`config.mk`:
```
export PLATFORM = sky130hd
export DESIGN_NAME = pixel_binarizer
export DESIGN_NICKNAME = d
export VERILOG_FILES = /design/src/rtl/pixel_binarizer.sv
export SDC_FILE = /design/constraint.sdc
export NUM_CORES = 1
export LEC_CHECK = 0
export CAP_MARGIN = 30
export CORE_ASPECT_RATIO = 1.4
export CORE_UTILIZATION = 56
export DETAILED_ROUTE_END_ITERATION = 8
export GPL_TIMING_DRIVEN = 0
export PLACE_DENSITY = 0.82
export SLEW_MARGIN = 20
export SYNTH_ARGS = -nofsm -noshare
export SYNTH_HDL_FRONTEND = slang
export SYNTH_SLANG_ARGS = --single-unit
```
`constraint.sdc`:
```
create_clock -name clk -period 5.9 [get_ports clk]
set_input_delay 0.59 -clock clk [delete_from_list [all_inputs] [get_ports clk]]
set_output_delay 0.59 -clock clk [all_outputs]
set_load 0.02 [all_outputs]
```
`src/rtl/pixel_binarizer.sv`:
```
// ---------------------------------------------------------------------------
// PixelBinarizer
//
// Thresholds an 8-bit grayscale pixel stream into a 1-bit frame memory.
// Pixels are written in y-fastest order: y runs 0..IMG_Y-1, then wraps while
// x advances through 0..IMG_X-1. A frame starts with a pixel tagged sof. The
// last write pulses frameDone, which hands the frame to a downstream median
// stage. The block then waits for that stage to finish (medianBusy high, then
// low again) before it accepts the next frame.
//
// Optional feature: defining PIXEL_BINARIZER_ONES_COUNT_EN adds a 16-bit
// onesCount output. It holds the number of 1 bits written in the current
// frame.
//
// Ports
//   clk                  : clock
//   reset                : asynchronous active-low reset
//   sof                  : start-of-frame tag, sampled with pixelValid
//   pixelValid           : pixelIn is valid
//   pixelIn[7:0]         : grayscale pixel
//   pixelThreshold[7:0]  : binarization level (bit = pixelIn >= threshold)
//   medianBusy           : downstream median stage owns the frame memory
//   pixelReady           : a pixel is accepted this cycle if pixelValid
//   xAddressOut[7:0]     : write x address
//   yAddressOut[7:0]     : write y address
//   binaryDataOut        : bit to write
//   binaryMemWriteEnable : write strobe, one cycle after acceptance
//   frameDone            : pulse coincident with the last pixel's write
//   frameError           : pulse on a malformed frame
//   onesCount[15:0]      : count of 1 bits in the frame (optional)
// ---------------------------------------------------------------------------
module pixel_binarizer #(
    parameter int IMG_X = 240,
    parameter int IMG_Y = 180
) (
    input  logic       clk,
    input  logic       reset,
    input  logic       sof,
    input  logic       pixelValid,
    input  logic [7:0] pixelIn,
    input  logic [7:0] pixelThreshold,
    input  logic       medianBusy,
    output logic       pixelReady,
    output logic [7:0] xAddressOut,
    output logic [7:0] yAddressOut,
    output logic       binaryDataOut,
    output logic       binaryMemWriteEnable,
    output logic       frameDone,
    output logic       frameError
`ifdef PIXEL_BINARIZER_ONES_COUNT_EN
    ,
    output logic [15:0] onesCount
`endif
);

    localparam logic [7:0] X_LAST = 8'(IMG_X - 1);
    localparam logic [7:0] Y_LAST = 8'(IMG_Y - 1);

    typedef enum logic [1:0] {
        IDLE,
        WAIT_SOF,
        FILL,
        DONE
    } stateT;

    stateT      r_state;
    stateT      w_nextState;

    logic [7:0] r_xCount;
    logic [7:0] r_yCount;
    logic [1:0] r_doneCycles;
    logic       r_sawBusy;

    logic [7:0] r_xOut;
    logic [7:0] r_yOut;
    logic       r_bit;
    logic       r_writeEnable;
    logic       r_frameDone;
    logic       r_frameError;

    logic       w_pixelReady;
    logic       w_write;
    logic       w_restart;
    logic       w_error;
    logic       w_isLast;
    logic       w_bit;
    logic [7:0] w_writeX;
    logic [7:0] w_writeY;
    logic [7:0] w_nextX;
    logic [7:0] w_nextY;

    assign w_bit = (pixelIn >= pixelThreshold);

    // The write address is (0,0) whenever an sof pixel is taken. Otherwise it
    // is the address the counters hold for the next pixel. The last-pixel
    // test looks at this write address, not at the counters, so a frame that
    // is only one pixel still ends on the sof write.
    always_comb begin
        w_nextState  = r_state;
        w_pixelReady = 1'b0;
        w_write      = 1'b0;
        w_restart    = 1'b0;
        w_error      = 1'b0;
        w_writeX     = r_xCount;
        w_writeY     = r_yCount;

        case (r_state)
            IDLE: begin
                if (!medianBusy) begin
                    w_nextState = WAIT_SOF;
                end
            end
            WAIT_SOF: begin
                w_pixelReady = 1'b1;
                if (pixelValid && sof) begin
                    w_write     = 1'b1;
                    w_restart   = 1'b1;
                    w_writeX    = 8'd0;
                    w_writeY    = 8'd0;
                    w_nextState = FILL;
                end
            end
            FILL: begin
                w_pixelReady = 1'b1;
                if (medianBusy) begin
                    w_error     = 1'b1;
                    w_nextState = IDLE;
                end else if (pixelValid) begin
                    w_write = 1'b1;
                    if (sof) begin
                        w_restart = 1'b1;
                        w_error   = 1'b1;
                        w_writeX  = 8'd0;
                        w_writeY  = 8'd0;
                    end
                end
            end
            DONE: begin
                if (!medianBusy && (r_sawBusy || r_doneCycles == 2'd3)) begin
                    w_nextState = IDLE;
                end
            end
            default: begin
                w_nextState = IDLE;
            end
        endcase

        w_isLast = w_write && (w_writeX == X_LAST) && (w_writeY == Y_LAST);
        if (w_isLast) begin
            w_nextState = DONE;
        end
    end

    // Step the address after the write. y runs fastest and wraps into x.
    // After the last pixel the address wraps to (0,0), so it stays in range.
    always_comb begin
        w_nextX = w_writeX;
        w_nextY = w_writeY + 8'd1;
        if (w_writeY == Y_LAST) begin
            w_nextY = 8'd0;
            w_nextX = (w_writeX == X_LAST) ? 8'd0 : w_writeX + 8'd1;
        end
    end

    // State register. The DONE bookkeeping is cleared outside DONE, so each
    // frame starts its wait for the median handshake from scratch.
    always_ff @(posedge clk or negedge reset) begin
        if (!reset) begin
            r_state      <= IDLE;
            r_doneCycles <= 2'd0;
            r_sawBusy    <= 1'b0;
        end else begin
            r_state <= w_nextState;
            if (r_state == DONE) begin
                if (r_doneCycles != 2'd3) begin
                    r_doneCycles <= r_doneCycles + 2'd1;
                end
                r_sawBusy <= r_sawBusy | medianBusy;
            end else begin
                r_doneCycles <= 2'd0;
                r_sawBusy    <= 1'b0;
            end
        end
    end

    // Address counters only move on a write, so they hold the next write
    // address at all times.
    always_ff @(posedge clk or negedge reset) begin
        if (!reset) begin
            r_xCount <= 8'd0;
            r_yCount <= 8'd0;
        end else if (w_write) begin
            r_xCount <= w_nextX;
            r_yCount <= w_nextY;
        end
    end

    // Registered write port. Data and address are presented one cycle after
    // the pixel is accepted. The pulses are aligned with that write.
    always_ff @(posedge clk or negedge reset) begin
        if (!reset) begin
            r_xOut        <= 8'd0;
            r_yOut        <= 8'd0;
            r_bit         <= 1'b0;
            r_writeEnable <= 1'b0;
            r_frameDone   <= 1'b0;
            r_frameError  <= 1'b0;
        end else begin
            r_writeEnable <= w_write;
            r_frameDone   <= w_isLast;
            r_frameError  <= w_error;
            if (w_write) begin
                r_xOut <= w_writeX;
                r_yOut <= w_writeY;
                r_bit  <= w_bit;
            end
        end
    end

`ifdef PIXEL_BINARIZER_ONES_COUNT_EN
    logic [15:0] r_onesCount;

    // The sof write restarts the count with its own bit. The count changes
    // only on writes, so it holds from frameDone until the next sof.
    always_ff @(posedge clk or negedge reset) begin
        if (!reset) begin
            r_onesCount <= 16'd0;
        end else if (w_write) begin
            if (w_restart) begin
                r_onesCount <= 16'(w_bit);
            end else begin
                r_onesCount <= r_onesCount + 16'(w_bit);
            end
        end
    end

    assign onesCount = r_onesCount;
`endif

    assign pixelReady           = w_pixelReady;
    assign xAddressOut          = r_xOut;
    assign yAddressOut          = r_yOut;
    assign binaryDataOut        = r_bit;
    assign binaryMemWriteEnable = r_writeEnable;
    assign frameDone            = r_frameDone;
    assign frameError           = r_frameError;

endmodule

```
==> summary.txt <==
Clock tree
  – CTS H-Tree Depth: 2
  – Longest Clk Path Bufs: 2
  – Postcts setup bufs: 0
  – TritonCTS clock tree: built
  – Inserted Clock Buffers: 5
  – Clk Tree Root Cell: clkbuf_8
  – Clock sinks: 41
  – Worst-skew pair later-pin latency: 0.29 ns
  – Clock transition at path regs: 0.08 ns
  – CTS resizes: 0
  – Hold-fix buffers, CTS: 0

Global routing
  – Grt total ovfl: 0
  – All-Layer GR Usage: 0.258
  – Vias in the first global route: 1892
  – Pin count of the biggest net entering global routing: 23
  – Global-route wire length before repair: 8.59 mm
  – Initial antenna violation count: 0

Setup path
  – Worst R2R Start: r_state[0]
  – Worst reg-to-reg setup slack: 2.27 ns
  – Critical Path Start: medianBusy
  – End of the worst register-to-register path: r_xCount[3]
  – Critical path class: in -> reg
  – CP startpoint kind: input port
  – FF-to-FF path depth: 12
  – CP max FO: 10
  – Worst Path Required: 6.09 ns
  – Crit end category: register
  – Critical path arrival: 3.93 ns

Timing
  – Setup TNS: 0 ns
  – FMAX: 267 MHz
  – Slew Limit Fails: 0
  – Fin Hold WS: 0.248 ns
  – Worst-Margin Slew: 0.568 ns
  – Rel. slew slack: 0.619
  – Final hold vios: 0
  – Clk_skew: 0.00446 ns
  – Final critical-path required period: 3.74 ns
  – # setup viols final: 0
  – Crit share post-route: 0.634
  – RSZ-0062 raised after global routing: no

Detailed routing
  – DRC viols: 0
  – DR iter-0 viols: 91
  – Via count: 1978
  – Routed wire length: 4.97 mm
  – DR WL/cell: 15.1 um
  – DRT Pass-1 Iters: 4
  – Vias per inst: 6.01
  – Antenna Nets Post-Route: 0

Finish
  – Area growth, synth to finish: 27.5%
  – Final std cells w/o fill: 329
  – Most frequent cells in the layout: 41 x dfrtp_1, 40 x clkdlybuf4s50_1, 31 x nand2_1, 29 x o21ai_0
  – Design area: 0.00287 mm^2
  – Most common cell after layout, fill and taps aside: dfrtp_1
  – Layout cell share with drive strength beyond 1: 0.0801
  – Antenna diodes: 0
  – Final layout net count: 323
  – Final core utilization: 0.768

Floorplan
  – Die width: 55.6 um
  – Core box area: 0.00374 mm^2
  – Chip Height: 77.1 um
  – Total die area: 0.00429 mm^2
  – Site row count: 26
  – Starting Density: 0.602
  – I/O pin count: 42

Placed design
  – Placed Area: 0.00274 mm^2
  – Cell Count Post-Placement: 321
  – Port bufs: 41
  – Post-DP HPWL: 3.69 mm
  – RePlAce Congestion: 0.908

Synth
  – Post-synth top flop: dfrtp_1
  – Post-synthesis sequential area ratio: 0.455
  – Yosys reg bits: 41
  – Post-Syn Area: 0.00225 mm^2
  – Number of flops mapped to enable cells by yosys: 0
  – Yosys warns: 0
  – Syn Area/Cell: 9.51 um^2
  – Asr flop ratio synth: 1.00
  – Distinct cells, synth: 46
  – Post-Syn Nets: 274
  – Syn Inst Count: 237

Power
  – Power share of the combinational group: 0.423
  – Peak supply drop: 0.453 mV
  – P_sw: 423 uW
  – Power density over cell area: 390 mW/mm^2
  – Sw frac: 0.378
  – Lkg Pwr: 1.25 nW
  – Flop pwr share: 0.339
  – Internal power: 696 uW
  – Clock power share: 0.237

Job
  – Max cap viols: 0

Min path
  – Hold Crit Class: in -> async

Outcome
  – Status: completed
==> stage by stage <==
step | setup slack [ns] | power (mW)
5_1_grt | 1.99 | 1.19
2_1_floorplan | 2.69 | 0.686
4_1_cts | 2.19 | 1.12
6_report | 2.16 | 1.12
3_3_place_gp | 1.97 | 0.840
3_5_place_dp | 1.90 | 0.854
==> state kept, by name, indices dropped and copies added, names as in the netlist, 2 cells and up <==
| name | count |
|---|---|
| r_state | 2 |
| r_xCount | 8 |
| xAddressOut | 8 |
| yAddressOut | 8 |
| r_yCount | 8 |
| r_doneCycles | 2 |
==> synthesized netlist by cell type (2+ instances only) <==
library cell | number | area (um^2)
nand2_1 | 31 | 116
nand4_1 | 3 | 18.8
or4_1 | 2 | 15.0
mux2i_1 | 3 | 30.0
nand4b_1 | 2 | 17.5
ha_1 | 16 | 200
nor2_1 | 9 | 33.8
nand3_1 | 9 | 45.0
a21oi_1 | 15 | 75.1
a41oi_1 | 2 | 17.5
o21ai_0 | 29 | 145
inv_1 | 16 | 60.1
or3_1 | 2 | 12.5
nor3_1 | 3 | 15.0
nor2b_1 | 5 | 31.3
clkbuf_1 | 4 | 15.0
o31ai_1 | 3 | 22.5
o21a_1 | 2 | 15.0
o2111ai_1 | 2 | 17.5
dfrtp_1 | 41 | 1030
a21o_1 | 2 | 15.0
and2_1 | 8 | 50.1
mux2_2 | 4 | 45.0
o211ai_1 | 2 | 15.0
==> cell type report <==
class                      count  area (um^2)
clock buffer                   5         68.8
multi-input combinational    172         1130
sequential                    41         1030
fill                         294          868
inverter                      17         63.8
tap                           42         52.6
clock inverter                 3         65.1
buffer                         7         35.0
timing repair buffer          42          433
==> worst max-delay path: stages <==
cell and delay, ns:
clkdlybuf4s50_1 0.58, and2_1 0.19, o22ai_2 0.18, nand2_1 0.31, and2_1 0.21, ha_1 0.25, or4b_4 0.52, nor3_2 0.50
nand4_1 0.21, a21o_1 0.21, a22o_1 0.17
==> worst max-delay path by stage <==
stage,to
2_1_floorplan,r_xCount[3]
3_3_place_gp,r_xCount[3]
3_5_place_dp,r_xCount[3]
4_1_cts,r_xCount[3]
5_1_grt,r_xCount[3]
6_report,r_xCount[3]
==> logic make-up after synthesis <==
| family | after synthesis | share of synthesized area |
|---|---|---|
| AO/OA/AOI/OAI | 69 | 0.195 |
| XOR/XNOR | 1 | 0.00389 |
| adder cells (fa/ha/maj) | 16 | 0.0888 |
| buffers and inverters | 24 | 0.0439 |
| flip-flops | 41 | 0.455 |
| multiplexers | 7 | 0.0333 |
| AND/OR/NAND/NOR | 79 | 0.179 |
==> routing by layer <==
| layer | track usage | part of all wire | vias to the layer above |
|---|---|---|---|
| met5 | 0 | 0 | - |
| met4 | 0.140 | 0.035 | 0 |
| met3 | 0.0472 | 0.051 | 17 |
| met2 | 0.447 | 0.52 | 82 |
| met1 | 0.296 | 0.39 | 933 |
| li1 | - | - | 946 |
==> power groups by stage <==
stage / combinational (mW) / clock (mW) / sequential (mW)
after detailed placement: 0.468 / 0 / 0.386
after global placement: 0.458 / 0 / 0.382
final: 0.474 / 0.266 / 0.380
after floorplan: 0.278 / 0 / 0.408
after global routing: 0.524 / 0.278 / 0.389
after CTS: 0.474 / 0.267 / 0.380
Note: power is estimated with default switching activity, not from simulation.
